### src/rtl/uart_pkg.sv
// Shared UART definitions: bus address nibbles, STATUS/CTRL bit positions and
// the helpers that decode an access and pack the STATUS word.
package uart_pkg;

   localparam logic [3:0] UART_DATA   = 4'h2;
   localparam logic [3:0] UART_CTRL   = 4'h3;
   localparam logic [3:0] UART_STATUS = 4'h4;

   localparam int NOT_FULL = 0;
   localparam int EMPTY    = 1;
   localparam int OVF      = 2;
   localparam int CNT_LSB  = 8;

   localparam int FLUSH    = 0;
   localparam int CLR_OVF  = 1;

   // Count field is wide enough for DEPTH = 256 (0..256).
   localparam int CNT_W    = 9;

   typedef enum logic [1:0] {
      ACC_NONE,
      ACC_DATA,
      ACC_CTRL,
      ACC_STATUS
   } acc_e;

   typedef struct packed {
      logic [CNT_W-1:0] count;
      logic             ovf;
      logic             empty;
      logic             not_full;
   } status_t;

   function automatic acc_e decode_nibble(input logic [3:0] nib);
      acc_e acc;
      case (nib)
         UART_DATA:   acc = ACC_DATA;
         UART_CTRL:   acc = ACC_CTRL;
         UART_STATUS: acc = ACC_STATUS;
         default:     acc = ACC_NONE;
      endcase
      return acc;
   endfunction

   function automatic logic [31:0] pack_status(input status_t s);
      logic [31:0] w;
      w                     = '0;
      w[NOT_FULL]           = s.not_full;
      w[EMPTY]              = s.empty;
      w[OVF]                = s.ovf;
      w[CNT_LSB +: CNT_W]   = s.count;
      return w;
   endfunction

endpackage

### src/rtl/uart_tx_buffer_sync_fifo.sv
// Single-clock circular FIFO with push/pop/flush and an occupancy count.
// Fullness is judged at cycle start, so a push into a full FIFO is refused even
// when a pop happens on the same edge.
module sync_fifo #(
   parameter  int WIDTH = 8,
   parameter  int DEPTH = 16,
   localparam int AW    = $clog2(DEPTH)
) (
   input  logic             clk,
   input  logic             rst_n,
   input  logic             i_push,
   input  logic             i_pop,
   input  logic             i_flush,
   input  logic [WIDTH-1:0] i_wdata,
   output logic [WIDTH-1:0] o_rdata,
   output logic             o_full,
   output logic             o_empty,
   output logic [AW:0]      o_count
);

   localparam logic [AW:0] FULL_CNT = (AW+1)'(DEPTH);

   logic [WIDTH-1:0] r_mem [DEPTH];
   logic [AW-1:0]    r_wr_ptr;
   logic [AW-1:0]    r_rd_ptr;
   logic [AW:0]      r_count;

   logic             w_full;
   logic             w_empty;
   logic             w_push_ok;
   logic             w_pop_ok;

   assign w_full    = (r_count == FULL_CNT);
   assign w_empty   = (r_count == '0);
   // Flush takes priority and discards any same-cycle push or pop.
   assign w_push_ok = i_push && !w_full  && !i_flush;
   assign w_pop_ok  = i_pop  && !w_empty && !i_flush;

   always_ff @(posedge clk or negedge rst_n) begin
      if (!rst_n) begin
         r_wr_ptr <= '0;
         r_rd_ptr <= '0;
         r_count  <= '0;
      end else if (i_flush) begin
         r_wr_ptr <= '0;
         r_rd_ptr <= '0;
         r_count  <= '0;
      end else begin
         if (w_push_ok) begin
            r_wr_ptr <= r_wr_ptr + 1'b1;
         end
         if (w_pop_ok) begin
            r_rd_ptr <= r_rd_ptr + 1'b1;
         end
         case ({w_push_ok, w_pop_ok})
            2'b10:   r_count <= r_count + 1'b1;
            2'b01:   r_count <= r_count - 1'b1;
            default: r_count <= r_count;
         endcase
      end
   end

   // Storage carries no reset; only the pointers and count define validity.
   always_ff @(posedge clk) begin
      if (w_push_ok) begin
         r_mem[r_wr_ptr] <= i_wdata;
      end
   end

   assign o_rdata = r_mem[r_rd_ptr];
   assign o_full  = w_full;
   assign o_empty = w_empty;
   assign o_count = r_count;

endmodule

### src/rtl/uart_tx_buffer.sv
// Memory-mapped byte queue in front of the uart_tx serializer: DATA writes
// enqueue, CTRL flushes / clears overflow, STATUS reads report occupancy.
module uart_tx_buffer
   import uart_pkg::*;
#(
   parameter int DEPTH = 16
) (
   input  logic        clk,
   input  logic        rst,
   input  logic [31:0] addr,
   input  logic [31:0] data_in,
   input  logic        rd_strobe,
   input  logic [3:0]  wr_strobe,
   output logic [31:0] data_out,
   output logic [7:0]  tx_data,
   output logic        tx_valid,
   input  logic        tx_ready
);

   localparam int AW = $clog2(DEPTH);

   acc_e        w_acc;
   logic        w_wr;
   logic        w_data_wr;
   logic        w_ctrl_wr;
   logic        w_status_rd;
   logic        w_flush;
   logic        w_clr_ovf;
   logic        w_ovf_set;
   logic        w_pop;
   logic        w_full;
   logic        w_empty;
   logic [AW:0] w_count;
   logic [7:0]  w_head;
   logic [31:0] w_status;
   logic        w_unused;

   logic        r_ovf;
   logic [31:0] r_data_out;

   assign w_acc       = decode_nibble(addr[31:28]);
   assign w_wr        = |wr_strobe;
   assign w_data_wr   = w_wr && (w_acc == ACC_DATA);
   assign w_ctrl_wr   = w_wr && (w_acc == ACC_CTRL);
   assign w_status_rd = rd_strobe && (w_acc == ACC_STATUS);
   assign w_flush     = w_ctrl_wr && data_in[FLUSH];
   assign w_clr_ovf   = w_ctrl_wr && data_in[CLR_OVF];
   assign w_ovf_set   = w_data_wr && w_full;
   assign w_pop       = !w_empty && tx_ready;

   // Only the top address nibble and the low data byte carry meaning here.
   assign w_unused    = ^{addr[27:0], data_in[31:8]};

   sync_fifo #(
      .WIDTH (8),
      .DEPTH (DEPTH)
   ) u_fifo (
      .clk     (clk),
      .rst_n   (rst),
      .i_push  (w_data_wr),
      .i_pop   (w_pop),
      .i_flush (w_flush),
      .i_wdata (data_in[7:0]),
      .o_rdata (w_head),
      .o_full  (w_full),
      .o_empty (w_empty),
      .o_count (w_count)
   );

   // Set beats clear if both ever coincide.
   always_ff @(posedge clk or negedge rst) begin
      if (!rst) begin
         r_ovf <= 1'b0;
      end else if (w_ovf_set) begin
         r_ovf <= 1'b1;
      end else if (w_clr_ovf) begin
         r_ovf <= 1'b0;
      end
   end

   assign w_status = pack_status('{
      count:    CNT_W'(w_count),
      ovf:      r_ovf,
      empty:    w_empty,
      not_full: !w_full
   });

   always_ff @(posedge clk or negedge rst) begin
      if (!rst) begin
         r_data_out <= '0;
      end else if (w_status_rd) begin
         r_data_out <= w_status;
      end
   end

   assign data_out = r_data_out;
   assign tx_valid = !w_empty;
   assign tx_data  = w_head;

endmodule

### config.mk
export PLATFORM = sky130hd
export DESIGN_NAME = uart_tx_buffer
export DESIGN_NICKNAME = d
export VERILOG_FILES = /design/src/rtl/uart_pkg.sv /design/src/rtl/uart_tx_buffer_sync_fifo.sv /design/src/rtl/uart_tx_buffer.sv
export SDC_FILE = /design/constraint.sdc
export NUM_CORES = 1
export LEC_CHECK = 0
export CAP_MARGIN = 20
export CORE_UTILIZATION = 40
export DETAILED_ROUTE_END_ITERATION = 10
export PLACE_DENSITY = 0.68
export SYNTH_ARGS = -nofsm -noshare
export SYNTH_HDL_FRONTEND = slang
export SYNTH_HIERARCHICAL = 1
export SYNTH_SLANG_ARGS = --single-unit
### constraint.sdc
create_clock -name clk -period 3.69 [get_ports clk]
set_input_delay 0.738 -clock clk [delete_from_list [all_inputs] [get_ports clk]]
set_output_delay 0.738 -clock clk [all_outputs]
set_load 0.03 [all_outputs]
==> flow_summary.yaml <==
sta:
  setup_slack_ns: 0.233
  relSlewSlack_pct: 58.7
  rsz0062_at_grt: "false"
  min_period_ns: 3.46
  post-route-period-util_pct: 93.7
  worst_hold_slack_ns: 0.507
  setup_violations: 0
  setup_tns_ns: 0
  max_freq_ghz: 0.289
  final_max_slew_viol_count: 0
  finClkSkew_ns: 0.00659
  worst_pin_slew_ns: 0.617
  hold_violations: 0
global_route:
  grt_max_degree: 23
  overflow: 0
  grt_pass1_vias: 3547
  grt_usage_pct: 16.4
  antenna_found_initial: 0
  grt_pass1_wl_um: 19600
synthesis:
  synthTopCellsByArea: "edfxtp_1, dfrtp_1, mux4_2"
  yosysWarnings: 6
  synthFlopType: "edfxtp_1"
  synth_area_leader_cell: "edfxtp_1"
  synthCells: 413
  mappedNetlistArea_um2: 6450
  postSynth.asyncResetShare_pct: 14.7
  syn_area_per_cell_um2: 15.6
  ys_ff_latch: 150
  synth-edff-count: 128
  yosys.cell_types.count: 42
  ys_seq_area_share_pct: 68.2
  synth_top_area_share_pct: 59.6
critical_path:
  startpoint_type: "flip-flop"
  crit_fanout: 12
  worstPathArrival_ns: 2.72
  critPathCaptureType: "primary output"
  critPathRequiredTime_ns: 2.95
  path_class: "flip-flop to primary output"
clock_tree:
  cts_max_level: 4
  clkTransAtPathRegs_ns: 0.06
  cts.sinks: 150
  root_buffer: "clkbuf_16"
  clk_path_buf_depth: 2
  cts_made_buffers: 17
  insertion_delay_ns: 0.41
  hold_buffers: 0
  cts_tree: "built"
power_and_ir_drop:
  peakVddDrop_mv: 0.352
  p_leak_uw: 0.00277
  p_per_area_nw_per_um2: 733
run_status:
  status: "completed"
routing:
  vias: 3595
  dr.pass1.iters: 5
  drt_wl_total_um: 12500
  via_per_inst: 5.07
  ant_nets: 0
  drc: 0
  initialDrtViolationCount: 254
  wl_per_cell_um: 17.7
placement:
  dp_hpwl_um: 8410
  portBuffers: 36
  finalWeightedCongestion: 0.750
  place_ws_ns: 0.188
floorplan:
  die_width_um: 129
  start_util_pct: 40.7
  core_um2: 15800
  die_y_um: 129
  row_count: 46
  design.die.area_um2: 16600
  top_level_ports: 113
worst_hold_path:
  hold_class: "flip-flop to flip-flop"
flow_run:
  drv_cap: 0
finish:
  mostFrequentLayoutCells: "edfxtp_1, clkdlybuf4s50_1, nor2_1"
  syn_to_final_growth_pct: 19.9
  diodes: 0
  drive_gt1_share_pct: 21.3
  final_nets: 561
  final_common_cell: "edfxtp_1"
-- routing by layer --
| metal | track usage (%) | vias to the layer above | share of wire, % |
|---|---|---|---|
| li1 | - | 1657 | - |
| met1 | 20.5 | 1801 | 42 |
| met3 | 2.74 | 15 | 4.1 |
| met2 | 27.7 | 122 | 52 |
| met5 | 0 | - | 0 |
| met4 | 7.96 | 0 | 1.7 |
-- worst paths after layout --
| path | start | endpoint | slack, ns | cells after the start |
|---|---|---|---|---|
| max | u_fifo/r_rd_ptr[0]$_DFFE_PN0P_ | tx_data[7] | 0.23 | 6 |
| min in group asynchronous | rst | u_fifo/o_count[0]$_DFFE_PN0P_ | 0.57 | 1 |
| min reg2reg | data_out[2]$_DFFE_PN0P_ | data_out[2]$_DFFE_PN0P_ | 0.51 | 1 |
| max in group asynchronous | rst | u_fifo/r_rd_ptr[0]$_DFFE_PN0P_ | 2.73 | 2 |
| max reg2reg | u_fifo/o_count[0]$_DFFE_PN0P_ | u_fifo/o_count[4]$_DFFE_PN0P_ | 0.55 | 12 |
| min | data_out[2]$_DFFE_PN0P_ | data_out[2]$_DFFE_PN0P_ | 0.51 | 1 |
-- critical path: stages (launching register included) --
cell and delay (ns):
dfrtp_2 0.48, buf_4 0.27, mux2i_1 0.10, a221oi_1 0.50
o21ai_0 0.18, nand2_1 0.10, clkdlybuf4s50_1 0.67
-- stage by stage --
stage                     instance area [um2]  cells  power (uW)  util, %
after floorplan                          6530    436        3450        -
after global placement                   7160    676        4080     45.2
after detailed placement                 7160    676        4120     45.2
after CTS                                7700    708        5690     48.6
after global routing                     7730    709        5940     48.8
final                                    7730    709        5670     48.8
-- flip-flops by register name, summed over array words and instances (netlist names) --
signal and cells:
u_fifo/r_mem 128, u_fifo/r_rd_ptr 4, r_ovf 1, u_fifo/r_wr_ptr 4, data_out 8, u_fifo/o_count 5
-- power breakdown --
group          switching, uW  leakage [uW]  internal [uW]
clock network            697      0.000266            875
logic                   1090       0.00109            895
registers                153       0.00142           1960
-- synthesized netlist by cell type (8+ instances only) --
| library cell | instances |
|---|---|
| a21oi_1 | 14 |
| a221oi_1 | 8 |
| a22oi_1 | 8 |
| buf_2 | 9 |
| buf_4 | 24 |
| clkbuf_1 | 8 |
| dfrtp_1 | 22 |
| edfxtp_1 | 128 |
| ha_1 | 8 |
| inv_1 | 8 |
| mux2_2 | 21 |
| mux2i_1 | 25 |
| mux4_2 | 16 |
| nand2_1 | 22 |
| nor2_1 | 34 |
| o21ai_0 | 17 |
-- cell families (layout without fill, tap and decap cells) --
| logic type | after synthesis | after routing | synth area share (%) |
|---|---|---|---|
| other | 1 | 24 | 0.0582 |
| AOI/OAI and AO/OA | 57 | 57 | 5.71 |
| xor gates and xnor gates | 8 | 8 | 1.09 |
| and+or+nand+nor | 76 | 76 | 5.49 |
| adders and majority gates | 9 | 9 | 1.86 |
| buffers and inverters | 50 | 107 | 4.48 |
| muxes | 62 | 62 | 13.1 |
| DFF | 150 | 150 | 68.2 |
-- area by class of cell --
cell class | count | area, um2
Fill cell | 1325 | 8100
Sequential cell | 150 | 4400
Multi-Input combinational cell | 236 | 1850
Timing Repair Buffer | 67 | 638
Clock buffer | 17 | 425
Tap cell | 216 | 270
Clock inverter | 15 | 118
Inverter | 8 | 30.0
-- repair_timing --
item | CTS | global route
resized for setup | 0 | 1
setup endpoints to repair | 0 | 8
buffers inserted | 0 | 0
hold endpoints to repair | 0 | 0
Power figures use the tool's default switching activity.
